File: src/rtl/ring_chaser_monitor.sv
// ring_chaser_monitor
//   Receive-side checker for a 6-bit one-hot ring chaser. The ring is sampled
//   through a synchronizer, and each change of the synchronized value is
//   checked against the chaser's rotation bit5->bit0->bit1->...->bit5.
//   Reports the phase index, lock/fault status, a sticky error flag and a
//   2-bit lap counter on a TinyTapeout-style 8-in/8-out slot.
//
//   Optional feature macro: RING_GLITCH_FILTER_EN
//     defined   : the synchronized ring must be stable for two consecutive
//                 clocks before a change is accepted (one extra clock latency).
//     undefined : every change of the synchronized ring is an event.
//
//   io_in[0]   clk
//   io_in[1]   rst (synchronous, active-high)
//   io_in[7:2] ring[5:0] (asynchronous to clk)
//   io_out     {laps[1:0], err_sticky, fault, locked, phase[2:0]}

module ring_chaser_monitor #(
    parameter int SYNC_STAGES = 2,
    parameter int LOCK_COUNT  = 3
) (
    input  logic [7:0] io_in,
    output logic [7:0] io_out
);

    // Out-of-range parameters are clamped so the structure stays legal:
    // at least two synchronizer flops, and a lock count within 1..7.
    localparam int SYNC_N = (SYNC_STAGES < 2) ? 2 : SYNC_STAGES;
    localparam int LOCK_N = (LOCK_COUNT < 1) ? 1 : ((LOCK_COUNT > 7) ? 7 : LOCK_COUNT);
    localparam logic [2:0] LOCK_LAST = 3'(LOCK_N - 1);

    localparam logic [5:0] RING_HOME = 6'b100000;  // chaser reset pattern
    localparam logic [5:0] RING_WRAP = 6'b000001;  // value after bit5 wraps

    typedef enum logic [1:0] {
        ST_SEARCH = 2'b00,
        ST_LOCKED = 2'b01,
        ST_FAULT  = 2'b10
    } state_t;

    // Slot pin mapping
    logic       clk;
    logic       rst;
    logic [5:0] ring_raw;

    assign clk      = io_in[0];
    assign rst      = io_in[1];
    assign ring_raw = io_in[7:2];

    // State
    logic [5:0] sync_p [SYNC_N];
    logic [5:0] ring_s;
    logic [5:0] prev;
    state_t     state;
    state_t     state_n;
    logic [2:0] good_cnt;
    logic [2:0] good_cnt_n;
    logic [1:0] laps;
    logic [1:0] laps_n;
    logic       err_sticky;
    logic       err_sticky_n;

    // Qualification
    logic       stable;
    logic       ring_event;
    logic       legal_step;
    logic       at_home;

    // True when exactly one bit of v is set.
    function automatic logic is_onehot(input logic [5:0] v);
        int ones;
        ones = 0;
        for (int b = 0; b < 6; b++) begin
            ones = ones + int'(v[b]);
        end
        return (ones == 1);
    endfunction

    // Value the chaser presents one step after v.
    function automatic logic [5:0] ring_next(input logic [5:0] v);
        return {v[4:0], v[5]};
    endfunction

    // Position of the set bit; 7 for zero or multi-hot values.
    function automatic logic [2:0] phase_index(input logic [5:0] v);
        logic [2:0] idx;
        case (v)
            6'b000001: idx = 3'd0;
            6'b000010: idx = 3'd1;
            6'b000100: idx = 3'd2;
            6'b001000: idx = 3'd3;
            6'b010000: idx = 3'd4;
            6'b100000: idx = 3'd5;
            default:   idx = 3'd7;
        endcase
        return idx;
    endfunction

    // Synchronizer chain bringing the asynchronous ring into the clk domain.
    always_ff @(posedge clk) begin
        if (rst) begin
            for (int i = 0; i < SYNC_N; i++) begin
                sync_p[i] <= 6'b000000;
            end
        end else begin
            sync_p[0] <= ring_raw;
            for (int i = 1; i < SYNC_N; i++) begin
                sync_p[i] <= sync_p[i-1];
            end
        end
    end

    assign ring_s = sync_p[SYNC_N-1];

`ifdef RING_GLITCH_FILTER_EN
    logic [5:0] ring_d;

    // Delayed copy of ring_s; a value is qualified only once it has been seen twice.
    always_ff @(posedge clk) begin
        if (rst) begin
            ring_d <= 6'b000000;
        end else begin
            ring_d <= ring_s;
        end
    end

    assign stable = (ring_s == ring_d);
`else
    assign stable = 1'b1;
`endif

    assign ring_event = stable && (ring_s != prev);
    assign legal_step = is_onehot(ring_s) && (ring_s == ring_next(prev));
    assign at_home    = stable && (ring_s == RING_HOME);

    // Next-state, lock counter, lap counter and sticky error decisions.
    always_comb begin
        state_n      = state;
        good_cnt_n   = good_cnt;
        laps_n       = laps;
        err_sticky_n = err_sticky;
        case (state)
            ST_SEARCH: begin
                if (ring_event) begin
                    if (legal_step) begin
                        if (good_cnt == LOCK_LAST) begin
                            state_n    = ST_LOCKED;
                            good_cnt_n = 3'd0;
                        end else begin
                            good_cnt_n = good_cnt + 3'd1;
                        end
                    end else begin
                        // Errors while still hunting for lock are not latched.
                        good_cnt_n = 3'd0;
                    end
                end
            end
            ST_LOCKED: begin
                if (ring_event) begin
                    if (legal_step) begin
                        if (ring_s == RING_WRAP) begin
                            laps_n = laps + 2'd1;
                        end
                    end else begin
                        state_n      = ST_FAULT;
                        err_sticky_n = 1'b1;
                    end
                end
            end
            ST_FAULT: begin
                // Wait for the chaser to be reset before hunting again;
                // the lap count survives the fault.
                if (at_home) begin
                    state_n    = ST_SEARCH;
                    good_cnt_n = 3'd0;
                end
            end
            default: begin
                state_n    = ST_SEARCH;
                good_cnt_n = 3'd0;
            end
        endcase
    end

    // Register state, counters and the last accepted ring value.
    always_ff @(posedge clk) begin
        if (rst) begin
            state      <= ST_SEARCH;
            good_cnt   <= 3'd0;
            laps       <= 2'd0;
            err_sticky <= 1'b0;
            prev       <= 6'b000000;
        end else begin
            state      <= state_n;
            good_cnt   <= good_cnt_n;
            laps       <= laps_n;
            err_sticky <= err_sticky_n;
            // prev follows every qualified value, including illegal ones,
            // so the phase output shows where the ring actually went.
            if (stable) begin
                prev <= ring_s;
            end
        end
    end

    // Outputs decode registers only; no path from io_in reaches io_out.
    always_comb begin
        io_out = {laps,
                  err_sticky,
                  (state == ST_FAULT),
                  (state == ST_LOCKED),
                  phase_index(prev)};
    end

endmodule

File: config.mk
export PLATFORM = sky130hd
export DESIGN_NAME = ring_chaser_monitor
export DESIGN_NICKNAME = d
export VERILOG_FILES = /design/src/rtl/ring_chaser_monitor.sv
export SDC_FILE = /design/constraint.sdc
export NUM_CORES = 1
export LEC_CHECK = 0
export ABC_AREA = 1
export BUFFER_PORTS_ARGS = -buffer_cell sky130_fd_sc_hd__buf_2
export CAP_MARGIN = 20
export CORE_ASPECT_RATIO = 0.9
export CORE_UTILIZATION = 50
export CTS_CLUSTER_SIZE = 30
export DETAILED_ROUTE_END_ITERATION = 8
export GPL_ROUTABILITY_DRIVEN = 0
export HOLD_SLACK_MARGIN = 0.1
export PLACE_DENSITY_LB_ADDON = 0.08
export RECOVER_POWER = 25
export SETUP_SLACK_MARGIN = 0.4
export SLEW_MARGIN = 20
export SYNTH_ARGS = -nofsm -noshare
export SYNTH_HDL_FRONTEND = slang
export SYNTH_SLANG_ARGS = --single-unit
File: constraint.sdc
create_clock -name io_in -period 2.9 [get_ports io_in]
set_input_delay 0.145 -clock io_in [delete_from_list [all_inputs] [get_ports io_in]]
set_output_delay 0.145 -clock io_in [all_outputs]
set_load 0.1 [all_outputs]
==> out/metrics.yaml, run 1 <==
outcome: "complete, but fails checks"
failed_checks: "hold timing, setup timing"
layout.nets: 274
crit_slowest_cell: "fa_1"
post-route-util: 0.690
hold_viol: 6
vias: 1505
cpPeakStageDelay_ns: 0.56
synth_cells: 226
grt_max_degree: 15
fin_skew_ns: 0.0114
start_util: 0.529
first_pass_iters: 4
hold_buffers: 0
die_x_um: 59.1
die_y_um: 53.4
r2r_slack_ns: -0.07
grt_use_total: 0.265
antenna_cells: 0
setup_viol: 6
path_max_fanout: 4
peakVddDrop_mv: 0.671
reg2reg_from: "sync_p[0][9]$_SDFF_PP0_"
hold_depth: 2
finalCritPeriodShare: 1.03
hold_ws_ns: -0.217
timing.fmax_ghz: 0.336
r2r-end: "state[0]$_SDFFE_PP0P_"
antenna_found_initial: 0
final_max_slew_viol_count: 0
drtIter0Drc: 99
slew_headroom: 0.678
numPortBuffers: 8
cp_num_buf_inv: 2
drt-total-wl_um: 3610
fp.coreArea_um2: 2770
clock_latency_ns: 0.32
crit_type: "flop to flop"
r2r_cells: 14
pin_count: 16
rows: 18
endpoint_kind: "flop"
area_growth_pct: 30.5
avgSynthCellArea_um2: 6.48
yosys_warnings: 0
place_inst: 272
min_to: "sync_p[0][4]$_SDFF_PP0_"
min_path_type: "clock port to flop"
synth_cell_types: 20
synth_nets: 240
grt_pass1_wl_um: 5860
p_total_mw: 1.52
worst_pin_slew_ns: 0.486
vias_per_cell: 5.02
wl_per_cell_um: 12.0
crit_arrival_ns: 3.25
critical_path_required_ns: 3.18
drc: 0
grt_setup_unrepaired: "yes"
leakage_nw: 0.672
powerDensity_nw_per_um2: 795
ys_seq_elements: 26
yosysSeqAreaShare: 0.355
path_delay_family: "adder cells"
dpl.hpwl_um: 2280
dp_slack_ns: -0.101
fin_ws_ns: -0.0740
instances_no_fill: 300
path_clk_slew_ns: 0.14
maxCapViolCount: 0
grt_overflow: 0
postRouteAntennaNets: 0
dieArea_um2: 3150
cts_tree: "yes"
crit_chain: "inv_2, fa_1, fa_1, inv_1, ha_2, fa_2, nand3b_1, nor2_1, nand2_1, nor2_4, nand3_1, nand2_1, nand3_2, nor2_2"
start_kind: "flop"
numClockSinks: 26
period_needed_ns: 2.97
grt_pass1_vias: 1622
synth.cell_area_um2: 1470
hp-start: "io_in[6]"
drive_gt1_frac: 0.296
==> cells in the mapped netlist <==
cell	count	area, µm²
o21ai_0	1	5.00
fa_1	3	60.1
nand3_2	2	20.0
nor2_2	10	62.6
a21oi_1	4	20.0
nand2_1	64	240
nor2_4	2	22.5
inv_2	8	30.0
inv_1	39	146
nor2_1	33	124
nand3b_1	2	15.0
nand2_2	1	6.26
dfxtp_1	26	521
ha_1	3	37.5
nor3_1	3	15.0
nand4_1	7	43.8
buf_4	2	15.0
xnor2_1	1	8.76
clkbuf_1	2	7.51
nand3_1	13	65.1
==> layout make-up <==
type	instances	area [µm²]
Timing Repair Buffer	16	100
Multi-Input combinational cell	149	803
Tap cell	40	50.0
Clock inverter	12	45.0
Fill cell	231	858
Clock buffer	17	239
Sequential cell	26	524
Inverter	40	150
==> through the flow <==
step / area (µm²) / setup TNS [ns]
global route: 1910 / -1.15
CTS: 1860 / -0.100
global placement: 1550 / 0
floorplan: 1470 / 0
finish: 1910 / -0.0849
detailed placement: 1550 / -0.208
==> layout by cell type (no fill, tap or decap), types with 2 or more instances in the layout <==
cell	count
ha_1	2
a21oi_2	2
clkbuf_4	10
nand3b_1	2
clkbuf_16	6
nand3_2	8
nor3_1	3
nand4_1	7
inv_1	40
nor2_4	3
buf_4	8
inv_2	12
nor2_1	32
buf_2	8
nand2_2	4
nor2_2	10
dfxtp_1	23
fa_1	2
nand3_1	7
a21oi_1	2
nand2_1	61
dfxtp_2	3
==> logic make-up after synthesis <==
group	after synthesis	share of synthesized area
AND/OR/NAND/NOR	137	0.419
flip-flops	26	0.355
AO/OA/AOI/OAI	5	0.0171
XOR/XNOR	1	0.00598
buffers and inverters	51	0.136
adder cells (fa/ha/maj)	6	0.0666
==> report_power, final <==
group / total (mW) / switching (mW) / internal [mW]
Sequential: 0.400 / 0 / 0.400
Clock: 1.12 / 0.458 / 0.663
Combinational: 0.000000206 / 0 / 0
==> repair_timing <==
item	4_1_cts	5_1_grt
cloned	0	0
gates resized for setup	6	10
setup buffers	3	3
pin swaps	9	6
setup endpoints to repair	17	17
==> how the worst max path moves through the flow <==
| stage | start | end | slack [ns] | cells past startpoint |
|---|---|---|---|---|
| after global placement | sync_p[0][9]$_SDFF_PP0_ | state[0]$_SDFFE_PP0P_ | 0.05 | 14 |
| after CTS | sync_p[0][9]$_SDFF_PP0_ | state[0]$_SDFFE_PP0P_ | -0.08 | 14 |
| after global routing | sync_p[0][9]$_SDFF_PP0_ | good_cnt[2]$_SDFFE_PP0P_ | -0.23 | 14 |
| after detailed placement | sync_p[0][9]$_SDFF_PP0_ | state[0]$_SDFFE_PP0P_ | -0.10 | 14 |
| final | sync_p[0][9]$_SDFF_PP0_ | state[0]$_SDFFE_PP0P_ | -0.07 | 14 |
| after floorplan | sync_p[0][9]$_SDFF_PP0_ | state[0]$_SDFFE_PP0P_ | 0.12 | 14 |
==> metal layers <==
metal	routed length, µm	up-vias	GRT usage
met2	1690	64	0.324
met5	0	-	0.0204
met1	1540	680	0.269
met3	260	14	0.193
li1	-	747	-
met4	112	0	0.294
==> sequential cells by signal, indices dropped and copies added, names as in the netlist <==
signal,count
err_sticky,1
good_cnt,3
laps,2
prev,6
state,2
sync_p,12
Power figures use the tool's default switching activity.
==> run 2: changes to the inputs <==
Settings changed: CORE_MARGIN set to 2.
==> run 2 against run 1 <==
Net effect: the flow still finishes with violations (hold timing, setup timing); clock-buffer cell count grew 2; worst hold slack lost 0.016 ns; highest routed layer unchanged; final area is the same; setup slack gained 0.036 ns; register-to-register slack gained 0.04 ns; sequential cell count is the same; via count shrank 1.8%; routed wire length grew 0.67%; global-route usage shrank 1.2 points.
==> out/metrics.yaml, run 2 (synthesis gave the netlist of run 1 again) <==
powerDensity_nw_per_um2: 813  # +2.2%
outcome: "complete, but fails checks"
setup_viol: 6  # unchanged
vias: 1478  # -1.8%
rows: 18  # unchanged
die_x_um: 61.1  # +3.4%
finalCritPeriodShare: 1.01  # -0.0125
min_path_type: "clock port to flop"
vias_per_cell: 4.93  # -1.8%
critical_path_required_ns: 3.20  # +0.02 ns
top_regs: "sync_p (12), prev (6), good_cnt (3)"
fin_ws_ns: -0.0377  # +0.0363 ns
power_frac_comb: 0  # unchanged
failed_checks: "hold timing, setup timing"
first_pass_iters: 4  # unchanged
grt_max_degree: 15  # unchanged
hold_ws_ns: -0.233  # -0.0162 ns
regMostFlops: "sync_p"
largest_reg_flops: 12  # unchanged
final_common_cell: "nand2_1"
path_max_fanout: 4  # unchanged
final_cell_mix: "nand2_1, inv_1, nor2_1"
layout.nets: 272  # -0.73%
maxCapViolCount: 0  # unchanged
antenna_found_initial: 0  # unchanged
worst_pin_slew_ns: 0.488  # +0.00202 ns
drtIter0Drc: 45  # -55%
antenna_cells: 0  # unchanged
path_clk_slew_ns: 0.16  # +0.02 ns
drt-total-wl_um: 3630  # +0.67%
grt_overflow: 0  # unchanged
place_inst: 272  # unchanged
crit_type: "flop to flop"
start_kind: "flop"
drc: 0  # unchanged
p_switching_mw: 0.484  # +5.6%
drive_gt1_frac: 0.285  # -0.0115
wl_per_cell_um: 12.1  # +0.67%
dpl.hpwl_um: 2380  # +4.8%
clock_latency_ns: 0.34  # +0.02 ns
die_y_um: 55.4  # +3.7%
crit_arrival_ns: 3.24  # about the same
peakVddDrop_mv: 0.739  # +10%
setup_tns_ns: -0.0650  # +0.0199 ns
dieArea_um2: 3380  # +7.3%
instances_no_fill: 300  # unchanged
fp.coreArea_um2: 2770  # unchanged
seq_power_share: 0.257  # -0.006
fin_skew_ns: 0.0181  # +0.00667 ns
area_growth_pct: 30.5  # unchanged
cts_tree: "yes"
leakage_nw: 0.667  # -0.79%
clock_power_share: 0.743  # +0.006
pin_count: 16  # unchanged
slew_headroom: 0.677  # -0.00134
endpoint_kind: "flop"
sw_frac_of_total: 0.311  # +0.0100
hold_viol: 6  # unchanged
grt_use_total: 0.253  # -0.0118
hold_buffers: 0  # unchanged
numPortBuffers: 8  # unchanged
grt_pass1_vias: 1690  # +4.2%
numClockSinks: 26  # unchanged
grt_pass1_wl_um: 6110  # +4.2%
start_util: 0.529  # unchanged
postRouteAntennaNets: 0  # unchanged
grt_setup_unrepaired: "yes"
power.internal_mw: 1.07  # +0.76%
final_max_slew_viol_count: 0  # unchanged
period_needed_ns: 2.94  # -0.0363 ns
timing.fmax_ghz: 0.340  # +1.2%
-- run 2: changes by cell type in the layout (fill, tap and decap cells not counted), sizes merged --
cell and delta:
clkbuf +2, buf -2
-- run 2: power groups by stage --
stage	clock, mW	combinational [mW]	sequential (mW)
floorplan	0.291	0.000000124	0.411
global placement	0.224	0.000000169	0.411
detailed placement	0.224	0.000000169	0.411
CTS	1.17	0.000000189	0.400
global route	1.28	0.000000197	0.400
finish	1.15	0.000000197	0.400
-- run 2: final timing paths --
check                           from                        to  slack (ns)  depth (start not counted)
min                         io_in[7]   sync_p[0][5]$_SDFF_PP0_       -0.23                          2
max          sync_p[0][9]$_SDFF_PP0_     state[0]$_SDFFE_PP0P_       -0.04                         14
max reg2reg  sync_p[0][9]$_SDFF_PP0_     state[0]$_SDFFE_PP0P_       -0.04                         14
min reg2reg  sync_p[0][4]$_SDFF_PP0_  sync_p[0][10]$_SDFF_PP0_        0.41                          2
-- run 2: critical path, cell delays in order, from the launching register on --
cell,delay (ns)
dfxtp_2,0.36
inv_2,0.04
fa_1,0.56
fa_1,0.42
inv_1,0.07
ha_2,0.17
fa_2,0.43
nand3b_1,0.17
nor2_1,0.11
nand2_1,0.10
nor2_4,0.14
nand3_2,0.10
nand2_2,0.07
nand3_2,0.07
nor2_2,0.11
-- run 2: repair_timing --
item | 4_1_cts | 5_1_grt
gates resized for setup | 6 | 11
endpoints found under the setup margin | 17 | 17
hold endpoints to repair | 0 | 0
buffers inserted | 4 | 0
pin swaps | 9 | 3
-- run 2: routing by layer --
metal / routed length, µm / GRT usage
met3: 287 / 0.176
met2: 1740 / 0.310
met1: 1520 / 0.263
met5: 0 / 0
met4: 79 / 0.261
-- run 2: layout make-up --
cell class | instances | area (µm²)
tap | 40 | 50.0
sequential | 26 | 524
inverter | 40 | 150
multi-input combinational | 149 | 811
timing repair buffer | 14 | 85.1
fill | 247 | 858
clock inverter | 12 | 45.0
clock buffer | 19 | 246
-- run 2: through the flow --
stage                     power [mW]  worst slack (ns)  instance area [µm²]   util
after floorplan                0.702             0.124                 1470      -
after global placement         0.635            0.0549                 1550  0.561
after detailed placement       0.635           -0.0988                 1550  0.561
after CTS                       1.57           -0.0663                 1870  0.675
after global routing            1.68            -0.195                 1910  0.690
final                           1.55           -0.0377                 1910  0.690
==> run 3: changes to the inputs <==
--- a/config.mk
+++ b/config.mk
@@ -7,5 +7,4 @@
 export LEC_CHECK = 0
 export ABC_AREA = 1
-export BUFFER_PORTS_ARGS = -buffer_cell sky130_fd_sc_hd__buf_2
 export CAP_MARGIN = 20
 export CORE_ASPECT_RATIO = 0.9
@@ -14,4 +13,5 @@
 export CTS_CLUSTER_SIZE = 30
 export DETAILED_ROUTE_END_ITERATION = 8
+export DONT_BUFFER_PORTS = 1
 export GPL_ROUTABILITY_DRIVEN = 0
 export HOLD_SLACK_MARGIN = 0.1
==> constraint.sdc (replaced) <==
create_clock -name io_in -period 2.9 [get_ports io_in]
set_input_delay 0.145 -clock io_in [delete_from_list [all_inputs] [get_ports io_in]]
set_output_delay 0.145 -clock io_in [all_outputs]
set_load 0.05 [all_outputs]
==> run 3 against run 2 <==
Net effect: the flow still finishes with violations (hold timing, setup timing); worst hold slack improved by 0.022 ns; sequential share of layout area grew 0.80 points; critical endpoint is now good_cnt[0]$_SDFFE_PP0P_; critical path type unchanged; utilization shrank 2.1 points; fmax increased by 1.2%.
==> out/metrics.yaml, run 3 (synthesis gave the netlist of run 1 again) <==
hold_viol: 6  # unchanged
clock_latency_ns: 0.32  # -0.02 ns
timing.fmax_ghz: 0.344  # +1.2%
multi_input_area_um2: 782  # -3.5%
regMostFlops: "sync_p"
wl_per_cell_um: 11.5  # -5.3%
cp_num_buf_inv: 2  # unchanged
vias: 1471  # -0.47%
dpl.hpwl_um: 2280  # -4.3%
peakVddDrop_mv: 0.578  # -22%
path_max_fanout: 4  # unchanged
endpoint_kind: "flop"
fin_skew_ns: 0.00286  # -0.0152 ns
antenna_found_initial: 0  # unchanged
numClockSinks: 26  # unchanged
grt_pass1_wl_um: 5450  # -11%
power.internal_mw: 1.00  # -6.5%
critical_path_required_ns: 3.17  # -0.03 ns
clock_power_share: 0.733  # -0.010
min_path_type: "clock port to flop"
fp.coreArea_um2: 2770  # unchanged
failed_checks: "hold timing, setup timing"
hold_ws_ns: -0.210  # +0.0224 ns
top_regs: "sync_p (12), prev (6), good_cnt (3)"
drtIter0Drc: 100  # +120%
sw_frac_of_total: 0.332  # +0.0208
grt_setup_unrepaired: "yes"
dp_slack_ns: 0.00699  # +0.106 ns
grt_use_total: 0.229  # -0.0238
vias_per_cell: 4.97  # +0.87%
layout.nets: 268  # -1.5%
crit_type: "flop to flop"
antenna_cells: 0  # unchanged
maxCapViolCount: 0  # unchanged
drc: 0  # unchanged
setup_viol: 2  # -4
outcome: "complete, but fails checks"
path_clk_slew_ns: 0.13  # -0.03 ns
start_util: 0.529  # unchanged
start_kind: "flop"
largest_reg_flops: 12  # unchanged
drt-total-wl_um: 3390  # -6.5%
leakage_nw: 0.627  # -6.0%
cpPeakStageDelay_ns: 0.55  # about the same
powerDensity_nw_per_um2: 808  # -0.58%
pin_count: 16  # unchanged
postRouteAntennaNets: 0  # unchanged
finalCritPeriodShare: 1.00  # -0.0117
worst_pin_slew_ns: 0.636  # +0.148 ns
die_x_um: 61.1  # unchanged
rows: 18  # unchanged
final_common_cell: "nand2_1"
seq_power_share: 0.267  # +0.010
die_y_um: 55.4  # unchanged
crit_arrival_ns: 3.17  # -0.07 ns
path_delay_family: "adder cells"
period_needed_ns: 2.90  # -0.0338 ns
grt_overflow: 0  # unchanged
crit_path_frequent_cell: "nor2_1"
numPortBuffers: 0  # -8
power_frac_comb: 0  # unchanged
final_max_slew_viol_count: 0  # unchanged
crit_slowest_cell: "fa_1"
area_growth_pct: 26.5
slew_headroom: 0.575  # -0.102
p_switching_mw: 0.497  # +2.8%
cts_tree: "yes"
nFillCells: 274  # +11%
final_cell_mix: "nand2_1, inv_1, nor2_1"
dieArea_um2: 3380  # unchanged
grt_max_degree: 14  # -1
fin_ws_ns: -0.00388  # +0.0338 ns
drive_gt1_frac: 0.242  # -0.0424
ff_latch_area_um2: 523  # -0.24%
grt_pass1_vias: 1604  # -5.1%
first_pass_iters: 4  # unchanged
crit_chain: "inv_2, fa_1, fa_1, inv_1, ha_2, fa_2, nand3b_1, nor2_1, nand2_1, nor2_4, nand2_1, nor2_1, a21oi_1, nor2_1"
## run 3: cell count changes in the layout (fill, tap and decap cells not counted), moves of 3 or more
| cell | change |
|---|---|
| buf_2 | -8 |
| buf_4 | +4 |
| nand2_1 | +5 |
| nand2_2 | -5 |
| nand3_1 | +3 |
| nand3_2 | -3 |
## run 3: worst paths after layout
check	startpoint	endpoint	slack [ns]	cells after the start
worst max-delay path	sync_p[0][6]$_SDFF_PP0_	good_cnt[0]$_SDFFE_PP0P_	-0.004	14
worst min-delay path	io_in[4]	sync_p[0][2]$_SDFF_PP0_	-0.21	2
worst max register to register	sync_p[0][6]$_SDFF_PP0_	good_cnt[0]$_SDFFE_PP0P_	-0.004	14
worst min register to register	sync_p[0][1]$_SDFF_PP0_	sync_p[0][7]$_SDFF_PP0_	0.41	2
## run 3: power groups by stage
stage,Clock (mW),Combinational (mW),Sequential [mW]
global route,1.23,0.000000169,0.400
CTS,1.12,0.000000155,0.400
floorplan,0.291,0.000000122,0.411
detailed placement,0.224,0.000000138,0.411
global placement,0.224,0.000000138,0.411
finish,1.10,0.000000169,0.400
## run 3: final cells by class
type / count / share of cell area
inverters: 40 / 0.0810
repair buffers: 10 / 0.0405
clock inverters: 13 / 0.0331
multi-input cells: 149 / 0.422
well taps: 40 / 0.0270
flip-flops and latches: 26 / 0.282
clock buffers: 18 / 0.114
## run 3: what timing repair did
action,CTS,global route
pin swaps,11,1
hold buffers,0,0
setup endpoints to repair,17,17
cloned,0,0
buffers inserted,3,2
gates resized for setup,6,2
## run 3: through the flow
step                      TNS [ns]  total power, mW  area, µm²   util  cells
after floorplan                  0            0.702       1470      -    226
after global placement           0            0.635       1540  0.556    267
after detailed placement         0            0.635       1540  0.556    267
after CTS                        0             1.52       1830  0.660    294
after global routing        -0.549             1.63       1850  0.669    296
final                     -0.00388             1.50       1850  0.669    296
## run 3: metal layers
metal,GRT usage,vias to the layer above,routed length (µm)
li1,-,729,-
met1,0.212,651,1460
met2,0.246,65,1410
met3,0.204,26,315
met4,0.304,0,207
met5,0,-,0
